==> config.mk <==
export PLATFORM = sky130hd
export DESIGN_NAME = alu_serial_slice
export DESIGN_NICKNAME = d
export VERILOG_FILES = /design/src/rtl/alu_serial_slice.sv
export SDC_FILE = /design/constraint.sdc
export NUM_CORES = 1
export LEC_CHECK = 0
export CAP_MARGIN = 20
export CORE_UTILIZATION = 48
export DETAILED_ROUTE_END_ITERATION = 10
export GPL_TIMING_DRIVEN = 0
export PLACE_DENSITY = 0.77
export SLEW_MARGIN = 10
export SYNTH_ARGS = -nofsm -noshare
export SYNTH_HDL_FRONTEND = slang
export SYNTH_SLANG_ARGS = --single-unit
==> constraint.sdc <==
create_clock -name clk -period 3.4 [get_ports clk]
set_input_delay 0.34 -clock clk [delete_from_list [all_inputs] [get_ports clk]]
set_output_delay 0.34 -clock clk [all_outputs]
set_load 0.005 [all_outputs]
==> src/rtl/alu_serial_slice.sv <==
// Digit-serial 181-style ALU: evaluates one DIGIT-bit slice per clock, LSB first,
// with the inter-digit carry held in a register. Visible results update only on completion.
//   state | meaning
//   IDLE  | ready for a command
//   RUN   | one digit evaluated per clock
//   DONE  | result held until out_ready
module alu_serial_slice #(
  parameter int WIDTH = 16,
  parameter int DIGIT = 4
) (
  input  logic             clk,
  input  logic             rst,
  input  logic             in_valid,
  output logic             in_ready,
  input  logic [WIDTH-1:0] a,
  input  logic [WIDTH-1:0] b,
  input  logic [3:0]       s,
  input  logic             m,
  input  logic             cin,
  output logic             out_valid,
  input  logic             out_ready,
  output logic [WIDTH-1:0] f,
  output logic             cout,
  output logic             eq,
  output logic             zero,
  output logic             busy
);

  localparam int NDIG = WIDTH / DIGIT;
  localparam int KW = (NDIG > 1) ? $clog2(NDIG) : 1;
  localparam logic [KW-1:0] KLAST = KW'(NDIG - 1);

  typedef enum logic [1:0] {IDLE, RUN, DONE} state_t;

  state_t           state, state_nxt;
  logic [KW-1:0]    k;
  logic [WIDTH-1:0] a_r, b_r, acc;
  logic [3:0]       s_r;
  logic             m_r, carry_r;

  logic [DIGIT-1:0] a_d, b_d, p_d, g_d, dig_f;
  logic [DIGIT:0]   sum_d;
  logic [WIDTH-1:0] res_full;
  logic             last;

  assign last = (k == KLAST);

  always_ff @(posedge clk) begin
    if (rst) state <= IDLE;
    else     state <= state_nxt;
  end

  always_comb begin
    state_nxt = state;
    case (state)
      IDLE:    if (in_valid)  state_nxt = RUN;
      RUN:     if (last)      state_nxt = DONE;
      DONE:    if (out_ready) state_nxt = IDLE;
      default:                state_nxt = IDLE;
    endcase
  end

  always_comb begin
    in_ready  = (state == IDLE);
    out_valid = (state == DONE);
    busy      = (state != IDLE);
  end

  // One 181-style digit; acc keeps finished low digits so res_full is the complete word on the last digit.
  always_comb begin
    a_d   = a_r[k*DIGIT +: DIGIT];
    b_d   = b_r[k*DIGIT +: DIGIT];
    p_d   = a_d | (b_d & {DIGIT{s_r[0]}}) | (~b_d & {DIGIT{s_r[1]}});
    g_d   = (a_d & ~b_d & {DIGIT{s_r[2]}}) | (a_d & b_d & {DIGIT{s_r[3]}});
    sum_d = {1'b0, p_d} + {1'b0, g_d} + {{DIGIT{1'b0}}, carry_r};
    dig_f = m_r ? ~(p_d ^ g_d) : sum_d[DIGIT-1:0];
    res_full = acc;
    res_full[k*DIGIT +: DIGIT] = dig_f;
  end

  always_ff @(posedge clk) begin
    if (rst) begin
      k       <= '0;
      a_r     <= '0;
      b_r     <= '0;
      s_r     <= '0;
      m_r     <= 1'b0;
      carry_r <= 1'b0;
      acc     <= '0;
      f       <= '0;
      cout    <= 1'b0;
      eq      <= 1'b0;
      zero    <= 1'b0;
    end else begin
      case (state)
        IDLE: begin
          if (in_valid) begin
            a_r     <= a;
            b_r     <= b;
            s_r     <= s;
            m_r     <= m;
            carry_r <= cin;
            k       <= '0;
          end
        end
        RUN: begin
          acc     <= res_full;
          carry_r <= sum_d[DIGIT];
          k       <= last ? '0 : k + KW'(1);
          if (last) begin
            f    <= res_full;
            cout <= ~m_r & sum_d[DIGIT];
            eq   <= &res_full;
            zero <= ~|res_full;
          end
        end
        default: ;
      endcase
    end
  end

endmodule

==> results.sh <==
export IMPL_post_synth_cell_area_avg_um2=8.46
export IMPL_postPlaceCellArea_mm2=0.00449
export IMPL_ctsLongestPathBuffers=2
export IMPL_status="finished, final reports clean"
export IMPL_area_growth_pct=28.8
export IMPL_ys_flop_type="dfxtp_1"
export IMPL_clk_latency_ns=0.36
export IMPL_final_cell_mix="91 x nand2_1, 75 x dfxtp_1, 62 x clkdlybuf4s50_1, 50 x nor2_1, 49 x a21oi_1"
export IMPL_power_density_mw_per_mm2=439
export IMPL_maxCapViolCount=0
export IMPL_grt_usage_pct=25.6
export IMPL_cts_root_buf="clkbuf_8"
export IMPL_yosys_area_top_type="dfxtp_1"
export IMPL_hold_buffers=0
export IMPL_worst_path_max_fanout=5
export IMPL_min_period_ns=3.36
export IMPL_synth_edf_count=0
export IMPL_grt_pass1_wl_um=16700
export IMPL_p_total_mw=2.11
export IMPL_yosysUniqueCellTypes=52
export IMPL_path_delay_family="multiplexers"
export IMPL_slowest_delay_ns=0.55
export IMPL_setup_ws_ns=0.0373
export IMPL_worst_pin_slew_ns=0.651
export IMPL_critPathBufInv=1
export IMPL_start_util_pct=50.5
export IMPL_startpoint_type="flip-flop"
export IMPL_antenna_cells=0
export IMPL_crit_top_cell="fa_2"
export IMPL_portBuffers=62
export IMPL_yosysWarnings=0
export IMPL_die_height_um=90.3
export IMPL_place_inst=603
export IMPL_dieArea_mm2=0.00815
export IMPL_die_x_um=90.3
export IMPL_endpoint_kind="flip-flop"
export IMPL_drtPass1Iterations=6
export IMPL_fmax_ghz=0.297
export IMPL_cts_sinks=77
export IMPL_hold_class="reg -> reg"
export IMPL_wl_per_cell_um=15.5
export IMPL_drive_gt1_share_pct=11.7
export IMPL_stdcell_area_mm2=0.00482
export IMPL_vias=3452
export IMPL_drc=0
export IMPL_crit_type="reg -> reg"
export IMPL_place_gp_congestion=0.888
export IMPL_via_per_inst=5.51
export IMPL_leakagePower_nw=1.76
export IMPL_syn_inst=442
export IMPL_fin_skew_ns=0.0104
export IMPL_synthTopCellsByArea="dfxtp_1 41%, nand2_1 9.1%, a21oi_1 6.6%"
export IMPL_crit_chain="mux4_2 > mux2i_1 > nor2b_1 > inv_1 > fa_2 > fa_2 > mux2i_4 > a22o_1 > o2111ai_2 > nor4_2 > nand4_1 > o31ai_2"
export IMPL_hold_viol_final=0
export IMPL_nets=578
export IMPL_maxSlewViolCount=0
export IMPL_ios=64
export IMPL_setup_viol=0
export IMPL_path_clk_slew_ns=0.08
export IMPL_coreArea_mm2=0.00741
export IMPL_hpwl_um=7040
export IMPL_antenna_found_initial=0
export IMPL_cts_htree_levels=3
export IMPL_synthArstFlopShare_pct=0
export IMPL_post_route_util_pct=65.0
export IMPL_arrival_ns=3.65
export IMPL_slew_limit_headroom_pct=56.6
export IMPL_syn_cell_area_mm2=0.00374
export IMPL_grt_max_degree=13
export IMPL_rsz0062_at_grt="true"
export IMPL_gr_total_overflow=0
export IMPL_routed_wl_um=9740
export IMPL_drt_iter0_drc=171
export IMPL_ys_seq_area_share_pct=41.2
export IMPL_cts_made_buffers=9
export IMPL_finalNonFillerCells=627
export IMPL_pre_cts_ws_ns=-0.634
export IMPL_slowest_stage="mux4_2"
export IMPL_rows=31
export IMPL_ant_nets=0
export IMPL_ys_ff_latch=77
export IMPL_cts_tree="done"
export IMPL_synth_top_area_share_pct=41.2
export IMPL_layout_commonest_cell="nand2_1"
export IMPL_required_ns=3.69
export IMPL_grt_pass1_vias=3559
export IMPL_ir_drop_uv=222
export IMPL_min_period_over_period_pct=98.9
export IMPL_synth_fp_nets=496
[through the flow]
stage	TNS, ns	hold slack (ns)
3_3_place_gp	-2.71	0.439
4_1_cts	-0.0961	0.454
6_report	0	0.452
2_1_floorplan	0	0.433
5_1_grt	-0.207	0.476
3_5_place_dp	-3.32	0.444
[worst min-delay path: stages (launching register included)]
cell,delay [ns]
dfxtp_1,0.31
nand2_1,0.05
a21oi_1,0.05
[report_power, final]
part           internal [mW]  switching [mW]
combinational          0.178           0.205
clock                  0.429           0.338
sequential             0.940          0.0257
[routing by layer]
layer	global-route usage, %	routed length [um]	vias up
met2	45.5	4890	114
met4	12.1	278	0
met5	0	0	-
met1	30.0	4110	1631
li1	-	-	1685
met3	4.29	455	22
[path summary, 6_finish.rpt]
| path | start | endpoint | slack, ns | depth (start not counted) |
|---|---|---|---|---|
| setup / recovery | k[0] | eq | 0.04 | 12 |
| hold / removal | b_r[11] | b_r[11] | 0.45 | 2 |
| setup reg to reg | k[0] | eq | 0.04 | 12 |
| hold reg to reg | b_r[11] | b_r[11] | 0.45 | 2 |
[state kept, by name, summed over array words and instances, names as in the netlist]
| name | flops |
|---|---|
| a_r | 16 |
| acc | 16 |
| b_r | 16 |
| f | 16 |
| s_r | 4 |
| k | 2 |
| state | 2 |
| carry_r | 1 |
| cout | 1 |
| eq | 1 |
| m_r | 1 |
| zero | 1 |
[cell families (layout without fill, tap and decap cells)]
logic type,count (synthesis),count (layout),share of synthesized area [%]
simple gates,190,190,23.1
buf+inv,44,130,5.28
xor+xnor,2,2,0.870
compound gates,100,100,17.8
mux,17,17,7.32
flops,77,77,41.2
fa+ha+maj,12,12,4.41
[cells in the mapped netlist, drive strengths merged, types with 4 or more instances]
cell type,count
nand2,91
dfxtp,77
a21oi,50
nor2,50
clkbuf,18
a211oi,14
nor2b,14
buf,13
inv,13
ha,10
mux2i,9
nand2b,9
mux4,8
nor3,8
a22oi,6
a22o,4
a311oi,4
a32oi,4
[cell type report]
type	instances	area, um^2
buffer	30	150
fill	657	2590
clock inverter	4	72.6
inverter	13	48.8
timing repair buffer	72	699
tap	99	124
multi-input combinational	321	2040
clock buffer	11	141
sequential	77	1550
[timing repair]
item / CTS / global route
resized for setup: 12 / 2
pin swaps: 8 / 6
endpoints found under the setup margin: 18 / 4
buffers inserted: 10 / 0
No activity file was read; power rests on OpenSTA's default activity.
